File: src/rtl/sram_ctrl_pkg.sv
// sram_ctrl_pkg: shared geometry and arbitration constants for the SRAM port controller.
package sram_ctrl_pkg;
  localparam int ADDR_W       = 9;
  localparam int DATA_W       = 210;
  localparam int MASK_W       = 10;
  localparam int SEG_W        = DATA_W / MASK_W;
  localparam int RESP_DEPTH   = 2;
  localparam int STARVE_LIMIT = 4;
endpackage

File: src/rtl/sram_resp_queue.sv
// sram_resp_queue: small FIFO holding read responses, with occupancy output.
module sram_resp_queue #(
  parameter  int DEPTH = 2,
  parameter  int W     = 8,
  localparam int PW    = (DEPTH > 1) ? $clog2(DEPTH) : 1,
  localparam int OW    = $clog2(DEPTH + 1)
) (
  input  logic          clock,
  input  logic          reset_n,
  input  logic          enq,
  input  logic [W-1:0]  enq_data,
  input  logic          deq,
  output logic [W-1:0]  deq_data,
  output logic [OW-1:0] occ,
  output logic          empty
);
  logic [W-1:0]  mem [DEPTH];
  logic [PW-1:0] wr_ptr, rd_ptr;
  always_ff @(posedge clock or negedge reset_n) begin
    if (!reset_n) begin
      wr_ptr <= '0;
      rd_ptr <= '0;
      occ    <= '0;
    end else begin
      if (enq) wr_ptr <= (wr_ptr == PW'(DEPTH - 1)) ? '0 : wr_ptr + 1'b1;
      if (deq) rd_ptr <= (rd_ptr == PW'(DEPTH - 1)) ? '0 : rd_ptr + 1'b1;
      occ <= occ + OW'(enq) - OW'(deq);
    end
  end
  always_ff @(posedge clock)
    if (enq) mem[wr_ptr] <= enq_data;
  assign deq_data = mem[rd_ptr];
  assign empty    = (occ == '0);
endmodule

File: src/rtl/sram_port_ctrl.sv
// sram_port_ctrl: arbitrates read/write requests onto one SRAM port and returns in-order read responses.
module sram_port_ctrl #(
  parameter int ADDR_W     = sram_ctrl_pkg::ADDR_W,
  parameter int DATA_W     = sram_ctrl_pkg::DATA_W,
  parameter int MASK_W     = sram_ctrl_pkg::MASK_W,
  parameter int RESP_DEPTH = sram_ctrl_pkg::RESP_DEPTH
) (
  input  logic              clock,
  input  logic              reset_n,
  input  logic              rreq_valid,
  output logic              rreq_ready,
  input  logic [ADDR_W-1:0] rreq_addr,
  input  logic              wreq_valid,
  output logic              wreq_ready,
  input  logic [ADDR_W-1:0] wreq_addr,
  input  logic [MASK_W-1:0] wreq_mask,
  input  logic [DATA_W-1:0] wreq_data,
  output logic              rresp_valid,
  input  logic              rresp_ready,
  output logic [DATA_W-1:0] rresp_data,
  output logic              sram_en,
  output logic              sram_wmode,
  output logic [ADDR_W-1:0] sram_addr,
  output logic [MASK_W-1:0] sram_wmask,
  output logic [DATA_W-1:0] sram_wdata,
  input  logic [DATA_W-1:0] sram_rdata
);
  import sram_ctrl_pkg::*;
  localparam int OCC_W = $clog2(RESP_DEPTH + 1);
  logic [2:0]        starve;
  logic              inflight, empty, rd_ok, rd_gnt, wr_gnt, enq, deq;
  logic [OCC_W-1:0]  occ;
  logic [DATA_W-1:0] head;
  // Grants are gated by reset_n so the SRAM and handshakes go idle the instant reset asserts.
  always_comb begin
    rd_ok  = reset_n && rreq_valid && ((int'(occ) + int'(inflight)) < RESP_DEPTH);
    rd_gnt = rd_ok && (!wreq_valid || starve >= 3'(STARVE_LIMIT));
    wr_gnt = reset_n && wreq_valid && !rd_gnt;
    enq    = inflight && !(empty && rresp_ready);
    deq    = rresp_ready && !empty;
  end
  assign rreq_ready  = rd_gnt;
  assign wreq_ready  = wr_gnt;
  assign sram_en     = rd_gnt || wr_gnt;
  assign sram_wmode  = wr_gnt;
  assign sram_addr   = wr_gnt ? wreq_addr : rreq_addr;
  assign sram_wmask  = wr_gnt ? wreq_mask : '0;
  assign sram_wdata  = wr_gnt ? wreq_data : '0;
  assign rresp_valid = inflight || !empty;
  assign rresp_data  = empty ? sram_rdata : head;
  always_ff @(posedge clock or negedge reset_n) begin
    if (!reset_n) begin
      starve   <= '0;
      inflight <= 1'b0;
    end else begin
      inflight <= rd_gnt;
      starve   <= (!rreq_valid || rd_gnt) ? '0 : (wr_gnt && starve != 3'd7) ? starve + 3'd1 : starve;
    end
  end
  sram_resp_queue #(.DEPTH(RESP_DEPTH), .W(DATA_W)) u_queue (
    .clock    (clock),
    .reset_n  (reset_n),
    .enq      (enq),
    .enq_data (sram_rdata),
    .deq      (deq),
    .deq_data (head),
    .occ      (occ),
    .empty    (empty)
  );
endmodule

File: config.mk
export PLATFORM = sky130hd
export DESIGN_NAME = sram_port_ctrl
export DESIGN_NICKNAME = d
export VERILOG_FILES = /design/src/rtl/sram_ctrl_pkg.sv /design/src/rtl/sram_resp_queue.sv /design/src/rtl/sram_port_ctrl.sv
export SDC_FILE = /design/constraint.sdc
export NUM_CORES = 1
export LEC_CHECK = 0
export CORE_AREA = 2 2 346 348
export DETAILED_ROUTE_END_ITERATION = 10
export DIE_AREA = 0 0 348 350
export PLACE_DENSITY = 0.45
export RECOVER_POWER = 50
export SLEW_MARGIN = 0
export SYNTH_ARGS = -nofsm -noshare
export SYNTH_HDL_FRONTEND = slang
export SYNTH_SLANG_ARGS = --single-unit
File: constraint.sdc
create_clock -name clock -period 12.5 [get_ports clock]
set_clock_uncertainty 0.1 [all_clocks]
set_input_delay 1.875 -clock clock [delete_from_list [all_inputs] [get_ports clock]]
set_output_delay 1.875 -clock clock [all_outputs]
set_load 0.005 [all_outputs]
==> metrics.txt <==
Worst-Margin Slew=3.97 ns; Post-CTS Setup Repair Bufs=0; Final TNS setup=0 ns; Worst path max stage delay=roughly 2.8 ns; First-pass DRT Iterations=5; fin crit share=72.1%; initial antenna violation count=around 130; Total GRT Usage=roughly a fifth; FF-to-FF Start=u_queue.occ[1]; number of fill cells in the layout=~12,000; CP max-delay cell=clkbuf_1; Worst EP required=12.62 ns; Via density=3.89; I/O pins=about 900; Root Driver=clkbuf_16; first-pass GRT wire length=around 160,000 um; standard-cell rows=between 100 and 150; Final Max Tran Viols=~240; RSZ-0062 raised after global routing=false; vias in the first global route=roughly 15,000; FF/Latch Area=roughly 13,000 um2; commonest cells after routing, fill and taps aside=clkdlybuf4s50_1, edfxtp_1, and2_1; Distinct cells, synth=26; f_max=~0.11 GHz; status=finished with violations; minimum clock period=~9.0 ns; Tot Pwr=between 5000 and 6000 uW; top cells by area, synth=edfxtp_1, mux2i_1, and2_1, o21ai_0, nand2_1; Vias=about 15,000; total congestion overflow=0; top cell type's share of synthesized area=between 60 and 70%; cell chain of the critical path=dlygate4sd3_1 -> a21boi_0 -> and2_0 -> clkbuf_1 -> buf_4; Lkg Pwr=0.0108 uW; post-synthesis to final-layout area growth=63.2%; commonest non-fill, non-tap cell in the layout=clkdlybuf4s50_1; crit path launch=rresp_ready; crit end category=register; Post-DRT Antenna Nets=0; # resized after CTS=0; crit-path max FO=60; Async S/R FF share, synth=between 1.5 and 2%; HPWL after DPL=105,000 um; # Max-Cap Violations=5; IO buf count=between 800 and 900; Final Core Density=26.5%; Startpoint Class=input pin; Worst Hold Class=reg2reg; pre-CTS WS=approximately 5 ns; Slew HR=-165%; CTS sink cnt=~430; initial drt markers=slightly above 900; multi-input logic area=~5700 um2; Yosys warning count=0; Die X-Extent=approximately 350 um; VDD IR max=approximately 110 uV; Nets=between 2,000 and 3,000; Initial Util=about 16%; clock-pin slew on the worst setup and hold paths=around 0.05 ns; Skew-Pair Late Insertion Delay=approximately 0.6 ns; TritonCTS clock tree=built; PnR worst setup slack=3.49 ns; Routed WL per cell=around 33 um; Synth Register Bits=roughly 430; flop2flop setup slack=approximately 4.4 ns; share of layout cells above drive strength 1=4.22%; die height=between 300 and 400 um; setup violators final=0; largest net degree at the start of global routing=124; Fin Hold WS=0.393 ns; area leader, netlist=edfxtp_1; failing checks=max-capacitance violations, max-slew violations; depth of the CTS H-tree=2; top_reg_cell synth=edfxtp_1; worst endpoint data arrival time=~9.1 ns; Placer Congestion=roughly 1.1; die area=about 120,000 um2; Post-Synthesis Cells=between 1,000 and 1,500; Post-CTS Hold Buffers=0; Synthesized Nets=1,870; Crit Path Class=in2reg; Max Root-Sink Buffers=3; DRC=0; CTS Buf Count=52; hold path startpoint=u_queue.wr_ptr; Netlist Area Pre-Place=19,100 um2; total routed wirelength=approximately 130,000 um; Placeable Area=roughly 120,000 um2; final hold vios=0; sequential area share after synthesis=between 60% and 70%; Post-synth EDFFs=420; power per cell area=approximately 170 nW/um2; synthesized area per cell=13.5 um2
-- synth_stat cells (2+ instances only) --
master / count
edfxtp_1: 420
and2_1: 223
mux2i_1: 212
nand2_1: 210
o21ai_0: 210
buf_2: 46
clkbuf_1: 25
buf_6: 23
mux2_4: 9
dfrtp_1: 8
ha_1: 4
inv_1: 3
nor3b_1: 3
xor2_1: 3
nand3b_1: 2
xnor2_1: 2
-- final cells by class --
cell class | instances | share of cell area, %
Sequential cell | 428 | 41.1
Timing Repair Buffer | 914 | 29.2
Multi-Input combinational cell | 886 | 18.3
Tap cell | 1536 | 6.16
Clock buffer | 67 | 4.35
Clock inverter | 27 | 0.546
Antenna cell | 47 | 0.377
Inverter | 3 | 0.0361
-- path summary, 6_finish.rpt --
kind	to	cells after the start
worst max register to register	u_queue.mem[1][154]	6
min in group asynchronous	u_queue.wr_ptr	1
worst min register to register	u_queue.wr_ptr	1
worst max-delay path	u_queue.mem[1][154]	5
max in group asynchronous	u_queue.rd_ptr	1
worst min-delay path	u_queue.wr_ptr	1
-- registers in the layout, indices dropped and copies added, names as in the netlist --
signal	flops
u_queue.occ	2
starve	3
u_queue.mem	420
u_queue.wr_ptr	1
inflight	1
u_queue.rd_ptr	1
-- per-stage QoR --
step | cells | cell area [um2]
after global routing | 3890 | 31100
final | 3908 | 31200
after global placement | 3767 | 29600
after floorplan | 1413 | 19100
after detailed placement | 3767 | 29600
after CTS | 3861 | 31100
-- worst max-delay path, delay by kind of cell --
| kind | cells | cell delay (ns) |
|---|---|---|
| simple gates | 1 | 2.10 |
| compound gates | 1 | 0.40 |
| buf+inv | 3 | 4.46 |
-- report_power, final --
part	total, uW	internal (uW)	switching [uW]
sequential	1720	1670	44.6
clock	1390	784	603
combinational	2340	1190	1160
total	5450	3640	1810
-- routing by layer --
metal | routed length [um] | track usage, % | vias to the layer above | share of wire [%]
li1 | - | - | 6899 | -
met1 | 48900 | 23.1 | 7234 | 38
met2 | 64400 | 35.8 | 755 | 51
met3 | 9920 | 6.67 | 276 | 7.8
met4 | 3680 | 4.91 | 56 | 2.9
met5 | 365 | 0 | - | 0.29
-- cells by family after synthesis --
family | Yosys count | synth area share [%]
xor+xnor | 5 | 0.229
mux | 221 | 11.8
buf+inv | 99 | 3.17
flops | 428 | 67.0
compound gates | 214 | 5.73
simple gates | 442 | 11.8
fa+ha+maj | 4 | 0.262
Note: power is estimated with default switching activity, not from simulation.
